--- config.mk ---
export PLATFORM = sky130hd
export DESIGN_NAME = fib_stream
export DESIGN_NICKNAME = d
export VERILOG_FILES = /design/src/rtl/fib_pkg.sv /design/src/rtl/fib_step.sv /design/src/rtl/fib_stream.sv
export SDC_FILE = /design/constraint.sdc
export NUM_CORES = 1
export LEC_CHECK = 0
export ABC_AREA = 1
export CAP_MARGIN = 40
export CORE_MARGIN = 1.5
export CORE_UTILIZATION = 39
export CTS_BUF_LIST = sky130_fd_sc_hd__clkbuf_8
export CTS_CLUSTER_SIZE = 30
export DETAILED_ROUTE_END_ITERATION = 8
export PLACE_DENSITY = 0.56
export SKIP_CTS_REPAIR_TIMING = 1
export SLEW_MARGIN = 20
export SYNTH_ARGS = -nofsm -noshare
export SYNTH_HDL_FRONTEND = slang
export SYNTH_SLANG_ARGS = --single-unit
--- constraint.sdc ---
create_clock -name CLK -period 2.28 [get_ports CLK]
set_clock_uncertainty 0.1 [all_clocks]
set_input_delay 0.57 -clock CLK [delete_from_list [all_inputs] [get_ports CLK]]
set_output_delay 0.57 -clock CLK [all_outputs]
set_load 0.1 [all_outputs]
--- src/rtl/fib_pkg.sv ---
// Shared types for the Fibonacci stream block: FSM states and request modes.
package fib_pkg;

    typedef enum logic [2:0] {
        IDLE = 3'd0,
        CALC = 3'd1,
        SEQ  = 3'd2,
        OUT  = 3'd3,
        ERR  = 3'd4
    } state_t;

    localparam logic MODE_SINGLE = 1'b0;
    localparam logic MODE_SEQ    = 1'b1;

endpackage

--- src/rtl/fib_step.sv ---
// Registered Fibonacci iterator: holds a=F(cnt-1), b=F(cnt) and exposes the
// next sum plus the adder carry, which flags that F(cnt+1) does not fit DATA_W.
module fib_step #(
    parameter int DATA_W = 32,
    parameter int IDX_W  = 9
) (
    input  logic              clk,
    input  logic              rst_n,
    input  logic              load,
    input  logic              advance,
    output logic [DATA_W-1:0] b,
    output logic [DATA_W-1:0] sum,
    output logic [IDX_W-1:0]  cnt,
    output logic              ovf
);

    logic [DATA_W-1:0] a_q, a_d;
    logic [DATA_W-1:0] b_q, b_d;
    logic [IDX_W-1:0]  cnt_q, cnt_d;
    logic [DATA_W:0]   sum_full;

    assign sum_full = {1'b0, a_q} + {1'b0, b_q};
    assign sum      = sum_full[DATA_W-1:0];
    assign ovf      = sum_full[DATA_W];
    assign b        = b_q;
    assign cnt      = cnt_q;

    always_comb begin
        a_d   = a_q;
        b_d   = b_q;
        cnt_d = cnt_q;
        if (load) begin
            a_d   = '0;
            b_d   = DATA_W'(1);
            cnt_d = IDX_W'(1);
        end else if (advance) begin
            a_d   = b_q;
            b_d   = sum_full[DATA_W-1:0];
            cnt_d = cnt_q + IDX_W'(1);
        end
    end

    always_ff @(posedge clk or negedge rst_n) begin
        if (!rst_n) begin
            a_q   <= '0;
            b_q   <= '0;
            cnt_q <= '0;
        end else begin
            a_q   <= a_d;
            b_q   <= b_d;
            cnt_q <= cnt_d;
        end
    end

endmodule

--- src/rtl/fib_stream.sv ---
// Fibonacci server on Avalon-ST: single result F(n) or a packet F(1)..F(n).
// Handshake: a transfer happens on any CLK edge where VALID and READY are both high.
module fib_stream
    import fib_pkg::*;
#(
    parameter int DATA_W = 32,
    parameter int IDX_W  = 9
) (
    input  logic              CLK,
    input  logic              RESET_n,
    output logic              ASI_READY,
    input  logic              ASI_VALID,
    input  logic [IDX_W-1:0]  ASI_DATA,
    input  logic              ASI_MODE,
    input  logic              ASO_READY,
    output logic              ASO_VALID,
    output logic [DATA_W-1:0] ASO_DATA,
    output logic              ASO_ERROR,
    output logic              ASO_SOP,
    output logic              ASO_EOP
);

    state_t            state_q, state_d;
    logic [IDX_W-1:0]  n_q, n_d;
    logic              mode_q, mode_d;
    logic              asi_ready_q, asi_ready_d;
    logic              aso_valid_q, aso_valid_d;
    logic [DATA_W-1:0] aso_data_q, aso_data_d;
    logic              aso_error_q, aso_error_d;
    logic              aso_sop_q, aso_sop_d;
    logic              aso_eop_q, aso_eop_d;

    logic              step_load, step_advance;
    logic [DATA_W-1:0] step_b, step_sum;
    logic [IDX_W-1:0]  step_cnt, cnt_next;
    logic              step_ovf;
    logic              accept, beat_taken;

    fib_step #(
        .DATA_W (DATA_W),
        .IDX_W  (IDX_W)
    ) u_step (
        .clk     (CLK),
        .rst_n   (RESET_n),
        .load    (step_load),
        .advance (step_advance),
        .b       (step_b),
        .sum     (step_sum),
        .cnt     (step_cnt),
        .ovf     (step_ovf)
    );

    assign accept     = asi_ready_q & ASI_VALID;
    assign beat_taken = aso_valid_q & ASO_READY;
    assign cnt_next   = step_cnt + IDX_W'(1);

    always_comb begin
        state_d      = state_q;
        n_d          = n_q;
        mode_d       = mode_q;
        asi_ready_d  = asi_ready_q;
        aso_valid_d  = aso_valid_q;
        aso_data_d   = aso_data_q;
        aso_error_d  = aso_error_q;
        aso_sop_d    = aso_sop_q;
        aso_eop_d    = aso_eop_q;
        step_load    = 1'b0;
        step_advance = 1'b0;

        case (state_q)
            IDLE: begin
                asi_ready_d = 1'b1;
                if (accept) begin
                    n_d         = ASI_DATA;
                    mode_d      = ASI_MODE;
                    step_load   = 1'b1;
                    asi_ready_d = 1'b0;
                    if (ASI_DATA == '0) begin
                        state_d     = ERR;
                        aso_valid_d = 1'b1;
                        aso_data_d  = '0;
                        aso_error_d = 1'b1;
                        aso_sop_d   = 1'b1;
                        aso_eop_d   = 1'b1;
                    end else if (ASI_MODE == MODE_SEQ) begin
                        // The first packet beat F(1)=1 is known at accept time,
                        // so it is presented straight away.
                        state_d     = SEQ;
                        aso_valid_d = 1'b1;
                        aso_data_d  = DATA_W'(1);
                        aso_error_d = 1'b0;
                        aso_sop_d   = 1'b1;
                        aso_eop_d   = (ASI_DATA == IDX_W'(1));
                    end else begin
                        state_d = CALC;
                    end
                end
            end

            CALC: begin
                if (step_cnt == n_q) begin
                    state_d     = OUT;
                    aso_valid_d = 1'b1;
                    aso_data_d  = step_b;
                    aso_error_d = 1'b0;
                    aso_sop_d   = 1'b1;
                    aso_eop_d   = 1'b1;
                end else if (step_ovf) begin
                    state_d     = ERR;
                    aso_valid_d = 1'b1;
                    aso_data_d  = '0;
                    aso_error_d = 1'b1;
                    aso_sop_d   = 1'b1;
                    aso_eop_d   = 1'b1;
                end else begin
                    step_advance = 1'b1;
                end
            end

            SEQ: begin
                if (beat_taken) begin
                    if (aso_eop_q) begin
                        state_d     = IDLE;
                        asi_ready_d = 1'b1;
                        aso_valid_d = 1'b0;
                        aso_data_d  = '0;
                        aso_error_d = 1'b0;
                        aso_sop_d   = 1'b0;
                        aso_eop_d   = 1'b0;
                    end else begin
                        // Load the next beat on the same edge so a ready sink sees one beat per cycle.
                        step_advance = 1'b1;
                        aso_sop_d    = 1'b0;
                        if (step_ovf) begin
                            state_d     = ERR;
                            aso_data_d  = '0;
                            aso_error_d = 1'b1;
                            aso_eop_d   = 1'b1;
                        end else begin
                            aso_data_d  = step_sum;
                            aso_error_d = 1'b0;
                            aso_eop_d   = (cnt_next == n_q);
                        end
                    end
                end
            end

            OUT, ERR: begin
                if (beat_taken) begin
                    state_d     = IDLE;
                    asi_ready_d = 1'b1;
                    aso_valid_d = 1'b0;
                    aso_data_d  = '0;
                    aso_error_d = 1'b0;
                    aso_sop_d   = 1'b0;
                    aso_eop_d   = 1'b0;
                end
            end

            default: begin
                state_d = IDLE;
            end
        endcase
    end

    always_ff @(posedge CLK or negedge RESET_n) begin
        if (!RESET_n) begin
            state_q     <= IDLE;
            n_q         <= '0;
            mode_q      <= MODE_SINGLE;
            asi_ready_q <= 1'b0;
            aso_valid_q <= 1'b0;
            aso_data_q  <= '0;
            aso_error_q <= 1'b0;
            aso_sop_q   <= 1'b0;
            aso_eop_q   <= 1'b0;
        end else begin
            state_q     <= state_d;
            n_q         <= n_d;
            mode_q      <= mode_d;
            asi_ready_q <= asi_ready_d;
            aso_valid_q <= aso_valid_d;
            aso_data_q  <= aso_data_d;
            aso_error_q <= aso_error_d;
            aso_sop_q   <= aso_sop_d;
            aso_eop_q   <= aso_eop_d;
        end
    end

    assign ASI_READY = asi_ready_q;
    assign ASO_VALID = aso_valid_q;
    assign ASO_DATA  = aso_data_q;
    assign ASO_ERROR = aso_error_q;
    assign ASO_SOP   = aso_sop_q;
    assign ASO_EOP   = aso_eop_q;

endmodule

==> results.sh, run 1 <==
export IMPL_rows=53
export IMPL_rsz0062_at_grt="yes"
export IMPL_core_sq_um=20900
export IMPL_synth_top_family_by_area="simple AND/OR/NAND/NOR gates"
export IMPL_drv_cap=0
export IMPL_peakVddDrop_v=0.000839
export IMPL_drive_above_1_share=0.227
export IMPL_path_cells="ha_4 > nand2_1 > inv_2 > nand2_2 > nor3_2 > nand2_1 > nand2_2 > nand2_4 > nand3_4 > nand2_4 > buf_8 > buf_12 > clkbuf_16 > nand2_1 > nand2_1"
export IMPL_totalWireLength_mm=24.9
export IMPL_timing_critical_path_mode_cell="nand2_1"
export IMPL_stdcell_area_sq_um=11200
export IMPL_fin_util=0.535
export IMPL_rrSetupSlack_ns=-0.12
export IMPL_path_class="reg -> reg"
export IMPL_gp_congestion=0.915
export IMPL_critPathArrivalTime_ns=2.64
export IMPL_die_w_microns=149
export IMPL_yosys_area_top_type="dfrtp_1"
export IMPL_clock_sinks=122
export IMPL_relSlewSlack=0.655
export IMPL_synth_cells=1266
export IMPL_dp_hpwl_mm=19.1
export IMPL_min_from="u_step.a_q[29]"
export IMPL_max_freq_mhz=417
export IMPL_dp_slack_ns=-0.389
export IMPL_synth_xor_xnor_area_share=0.0296
export IMPL_setup_ws_ns=-0.121
export IMPL_worstReg2RegEnd="ASO_DATA[29]"
export IMPL_hp_class="reg -> reg"
export IMPL_required_ns=2.52
export IMPL_start_util=0.396
export IMPL_worst_slew_pin_slew_ns=0.518
export IMPL_syn_to_final_growth_pct=35.2
export IMPL_critPathCaptureType="flip-flop"
export IMPL_r2r_start="u_step.b[15]"
export IMPL_final_nets=1529
export IMPL_synth_area_leaders="dfrtp_1 37%, nand2_1 28%, inv_1 7.7%, ha_1 5.0%, nor2_1 3.0%"
export IMPL_cts_tree="done"
export IMPL_cpPeakStageDelay_ns=0.42
export IMPL_fin_setup_tns_ns=-6.65
export IMPL_hold_viol_final=0
export IMPL_reg2reg_depth=15
export IMPL_critical_path_top_delay_family="simple AND/OR/NAND/NOR gates"
export IMPL_grt_max_degree=38
export IMPL_place_area_sq_um=10200
export IMPL_via_per_inst=4.65
export IMPL_synth_nets=1314
export IMPL_drc=0
export IMPL_numCtsBuffers=17
export IMPL_status="complete, but fails checks"
export IMPL_leakage_nw=6.32
export IMPL_root_buffer="clkbuf_8"
export IMPL_grt_use_total=0.231
export IMPL_critPathSlowestCell="dfrtp_1"
export IMPL_pwr_density_cell_nw_per_um2=1230
export IMPL_final_common_cell="nand2_1"
export IMPL_final_cell_mix="590 x nand2_1, 190 x buf_4, 168 x inv_1"
export IMPL_drt_iter0_drc=388
export IMPL_violations="negative setup slack"
export IMPL_timing_final_crit_share=1.05
export IMPL_grt_antenna_before_repair=0
export IMPL_h_tree_depth=4
export IMPL_fp_dieH_microns=149
export IMPL_post_synth_and_or_nand_nor_area_fraction=0.381
export IMPL_postSynthAreaPerCell_sq_um=6.53
export IMPL_ys_ff_latch=122
export IMPL_hold_end="u_step.a_q[29]"
export IMPL_grt_pass1_vias=8033
export IMPL_dr_total_vias=8215
export IMPL_grt_pass1_wl_mm=39.9
export IMPL_overflow=0
export IMPL_clk_latency_ns=0.46
export IMPL_ant_nets=0
export IMPL_path_clk_slew_ns=0.08
export IMPL_synth_compound_area_share=0.0643
export IMPL_io_pins=51
export IMPL_synthAdderAreaFrac=0.0523
export IMPL_whs_path_depth=2
export IMPL_setup_viol_count_final=94
export IMPL_synth_cell_types=40
export IMPL_die_area_sq_um=22100
export IMPL_startpoint_type="flip-flop"
export IMPL_synth_area_sq_um=8270
export IMPL_wl_per_cell_microns=14.1
export IMPL_yosysSeqAreaShare=0.369
export IMPL_synth_top_area_frac=0.369
export IMPL_slew_viol_final=0
export IMPL_synth_mux_area_fraction=0
export IMPL_worstPathMaxFanout=10
export IMPL_n_antenna_cell=0
export IMPL_layout_min_cycle_time_ns=2.40
export IMPL_yosys_warnings=0
export IMPL_cts_max_path_buffers=2
export IMPL_dr_pass1_iters=5
export IMPL_critPathBufInv=4
export IMPL_portBuffers=50
-- cell type report --
| cell class | count | area, sq um |
|---|---|---|
| sequential | 122 | 3050 |
| clock inverter | 12 | 196 |
| clock buffer | 19 | 262 |
| fill | 2094 | 9710 |
| multi-input combinational | 939 | 4730 |
| inverter | 177 | 664 |
| tap | 275 | 344 |
| timing repair buffer | 224 | 1940 |
-- cell usage after synthesis, drive strengths merged --
| cell type | n |
|---|---|
| nor2 | 71 |
| nand3 | 49 |
| xor2 | 20 |
| xnor2 | 8 |
| dfrtp | 122 |
| o21ai | 57 |
| o211ai | 1 |
| fa | 1 |
| ha | 33 |
| and3 | 3 |
| nand4 | 11 |
| or2 | 2 |
| a21oi | 29 |
| o31ai | 1 |
| clkinv | 1 |
| nor3 | 9 |
| nor4 | 1 |
| a21o | 2 |
| clkbuf | 3 |
| buf | 25 |
| o22ai | 6 |
| nand3b | 9 |
| and2 | 5 |
| nand2 | 621 |
| inv | 176 |
-- tightest hold or removal path, cell delays in order (launching register included) --
cell     delay, ns
dfrtp_1       0.35
nand2_1       0.05
nand2_1       0.05
-- flip-flops by register name, indices dropped and copies added (netlist names), 3 cells and up --
name,flops
n_q,9
state_q,3
u_step.cnt,9
ASO_DATA,32
u_step.b,32
u_step.a_q,32
-- cell families (layout without fill, tap and decap cells) --
group	Yosys count	count (layout)
XOR/XNOR	28	28
flip-flops	122	122
AND/OR/NAND/NOR	781	781
buffers and inverters	205	432
adder cells (fa/ha/maj)	34	34
AO/OA/AOI/OAI	96	96
-- metrics by stage --
stage / std cells / total power, mW / hold WS, ns
after floorplan: 1266 / 7.86 / 0.174
after global placement: 1729 / 10.5 / 0.363
after detailed placement: 1729 / 10.6 / 0.368
after CTS: 1760 / 13.0 / -0.0273
after global routing: 1768 / 14.6 / 0.408
final: 1768 / 13.7 / 0.382
-- how the worst max path moves through the flow --
stage,start,endpoint,cells past startpoint
6_report,u_step.b[15],ASO_DATA[29],15
5_1_grt,u_step.b[0],ASO_DATA[19],16
2_1_floorplan,u_step.b[0],ASO_DATA[27],16
4_1_cts,u_step.b[15],ASO_DATA[23],15
3_5_place_dp,ASI_DATA[5],ASO_DATA[23],13
3_3_place_gp,ASI_DATA[5],ASO_DATA[23],12
-- power by group --
group / internal [mW] / leakage [nW] / switching [mW]
Sequential: 2.78 / 1.64 / 0.514
Clock: 1.35 / 0.229 / 0.967
Combinational: 3.18 / 4.45 / 4.91
-- routing by layer --
metal	up-vias	GRT usage	routed length, microns
met2	115	0.394	11800
li1	4306	-	-
met5	-	0	0
met1	3761	0.304	11900
met4	0	0.0757	538
met3	33	0.0282	623
No activity file was read; power rests on OpenSTA's default activity.
==> run 2: changes to the inputs <==
--- a/config.mk
+++ b/config.mk
@@ -7,7 +7,6 @@
 export LEC_CHECK = 0
 export ABC_AREA = 1
 export CAP_MARGIN = 40
-export CORE_MARGIN = 1.5
 export CORE_UTILIZATION = 39
 export CTS_BUF_LIST = sky130_fd_sc_hd__clkbuf_8
 export CTS_CLUSTER_SIZE = 30
==> run 2 against run 1 <==
The run ends with negative hold slack, negative setup slack left. Clock power fell by 12%. Critical endpoint is now u_step.a_q[8]. Die area fell by 1.3%. Combinational power rose by 4.2%. Count of clock-buffer cells in the layout fell by 1. Largest power group unchanged. Setup slack got worse by 0.080 ns. Fmax fell by 3.2%. Non-clock buffer count did not move. Power rose by 0.45%. Cell area barely moved. First-iteration DRC count rose by 13%.
==> results.sh, run 2 (synthesized netlist as in run 1, its figures left out) <==
export IMPL_register_area_sq_um=3050
export IMPL_power_switching_mw=6.55
export IMPL_final_nets=1529
export IMPL_cpPeakStageDelay_ns=0.39
export IMPL_drt_iter0_drc=438
export IMPL_dp_hpwl_mm=18.9
export IMPL_path_cells="ha_2 > fa_2 > nand2_2 > nand2_2 > nand3_2 > nand2_2 > nand2_2 > nand2_4 > nand2_4 > nand3_4 > nand2_8 > nor2_8 > buf_12 > clkbuf_16 > nand2_1 > o21ai_0"
export IMPL_root_buffer="clkbuf_8"
export IMPL_layout_min_cycle_time_ns=2.48
export IMPL_drc=0
export IMPL_rsz0062_at_grt="yes"
export IMPL_pwr_share_comb=0.613
export IMPL_cts_max_path_buffers=2
export IMPL_seqPwrFrac=0.238
export IMPL_dr_pass1_iters=5
export IMPL_hold_viol_final=3
export IMPL_overflow=0
export IMPL_via_per_inst=4.72
export IMPL_fillCellCount=2045
export IMPL_grt_pass1_vias=7937
export IMPL_io_pins=51
export IMPL_final_common_cell="nand2_1"
export IMPL_hp_class="in -> async"
export IMPL_dp_slack_ns=-0.343
export IMPL_drive_above_1_share=0.230
export IMPL_fp_dieH_microns=148
export IMPL_setup_ws_ns=-0.201
export IMPL_gp_congestion=0.892
export IMPL_whs_ns=-0.0263
export IMPL_relSlewSlack=0.627
export IMPL_h_tree_depth=4
export IMPL_worst_slew_pin_slew_ns=0.559
export IMPL_syn_to_final_growth_pct=35.1
export IMPL_max_freq_mhz=403
export IMPL_ant_nets=0
export IMPL_critPathSlowestCell="dfrtp_1"
export IMPL_start_util=0.404
export IMPL_wl_per_cell_microns=14.2
export IMPL_clk_latency_ns=0.46
export IMPL_place_area_sq_um=10200
export IMPL_portBuffers=50
export IMPL_violations="negative hold slack, negative setup slack"
export IMPL_setup_viol_count_final=110
export IMPL_leakage_nw=6.38
export IMPL_p_sw_frac=0.476
export IMPL_grt_use_total=0.233
export IMPL_timing_final_crit_share=1.09
export IMPL_fin_total_pwr_mw=13.8
export IMPL_p_int_mw=7.21
export IMPL_rows=52
export IMPL_grt_pass1_wl_mm=39.6
export IMPL_slew_viol_final=0
export IMPL_startpoint_type="flip-flop"
export IMPL_final_cell_mix="571 x nand2_1, 186 x buf_4, 171 x inv_1"
export IMPL_grt_antenna_before_repair=0
export IMPL_worstPathMaxFanout=9
export IMPL_core_sq_um=20500
export IMPL_peakVddDrop_v=0.00126
export IMPL_totalWireLength_mm=25.1
export IMPL_clock_sinks=122
export IMPL_timing_critical_path_mode_cell="nand2_2"
export IMPL_drv_cap=0
export IMPL_dr_total_vias=8314
export IMPL_status="complete, but fails checks"
export IMPL_p_clk_frac=0.149
export IMPL_numCtsBuffers=17
export IMPL_grt_max_degree=35
export IMPL_pwr_density_cell_nw_per_um2=1230
export IMPL_n_antenna_cell=0
export IMPL_die_w_microns=148
export IMPL_stdcell_area_sq_um=11200
export IMPL_required_ns=2.52
export IMPL_multi_input_comb_area_sq_um=4710
export IMPL_path_clk_slew_ns=0.09
export IMPL_critPathCaptureType="flip-flop"
export IMPL_cts_tree="done"
export IMPL_path_class="reg -> reg"
export IMPL_die_area_sq_um=21800
export IMPL_critPathArrivalTime_ns=2.72
==> run 2: stage by stage <==
step	std cells	utilization	setup TNS, ns
floorplan	1266	-	0
global placement	1718	0.497	-24.28
detailed placement	1718	0.497	-26.80
CTS	1749	0.517	-24.67
global route	1763	0.545	-28.53
finish	1763	0.545	-15.68
==> run 2: power groups by stage <==
stage,sequential [mW],combinational (mW),clock [mW]
CTS,3.22,7.37,2.09
floorplan,4.25,3.61,0
detailed placement,3.25,7.33,0
global placement,3.25,7.30,0
finish,3.28,8.43,2.05
global route,3.35,9.14,2.19
==> run 2: area by class of cell <==
class	count	share of cell area
Multi-Input combinational cell	939	0.422
Sequential cell	122	0.273
Timing Repair Buffer	224	0.179
Inverter	177	0.0601
Tap cell	270	0.0302
Clock buffer	18	0.0222
Clock inverter	13	0.0137
==> run 2: per-layer routing <==
layer	global-route usage	vias to the layer above	routed length, microns
met2	0.396	154	12100
met3	0.0377	35	798
li1	-	4309	-
met5	0	-	0
met1	0.302	3816	11600
met4	0.0722	0	503
==> run 2: worst max-delay path: cells and delay by family, from the launching register on <==
kind                     cells  cell delay (ns)
AND/OR/NAND/NOR             11             0.92
adder cells (fa/ha/maj)      2             0.58
flip-flops                   1             0.39
buffers and inverters        2             0.30
AO/OA/AOI/OAI                1             0.07
==> run 2: worst paths after layout <==
path | from | slack (ns) | cells after the start | endpoint
max | u_step.a_q[0] | -0.20 | 16 | u_step.a_q[8]
min | RESET_n | -0.03 | 1 | u_step.b[13]
max reg2reg | u_step.a_q[0] | -0.20 | 16 | u_step.a_q[8]
min reg2reg | u_step.a_q[23] | 0.38 | 2 | u_step.a_q[23]
max in group asynchronous | RESET_n | 1.51 | 2 | ASO_DATA[5]
min in group CLK | u_step.a_q[23] | 0.38 | 2 | u_step.a_q[23]
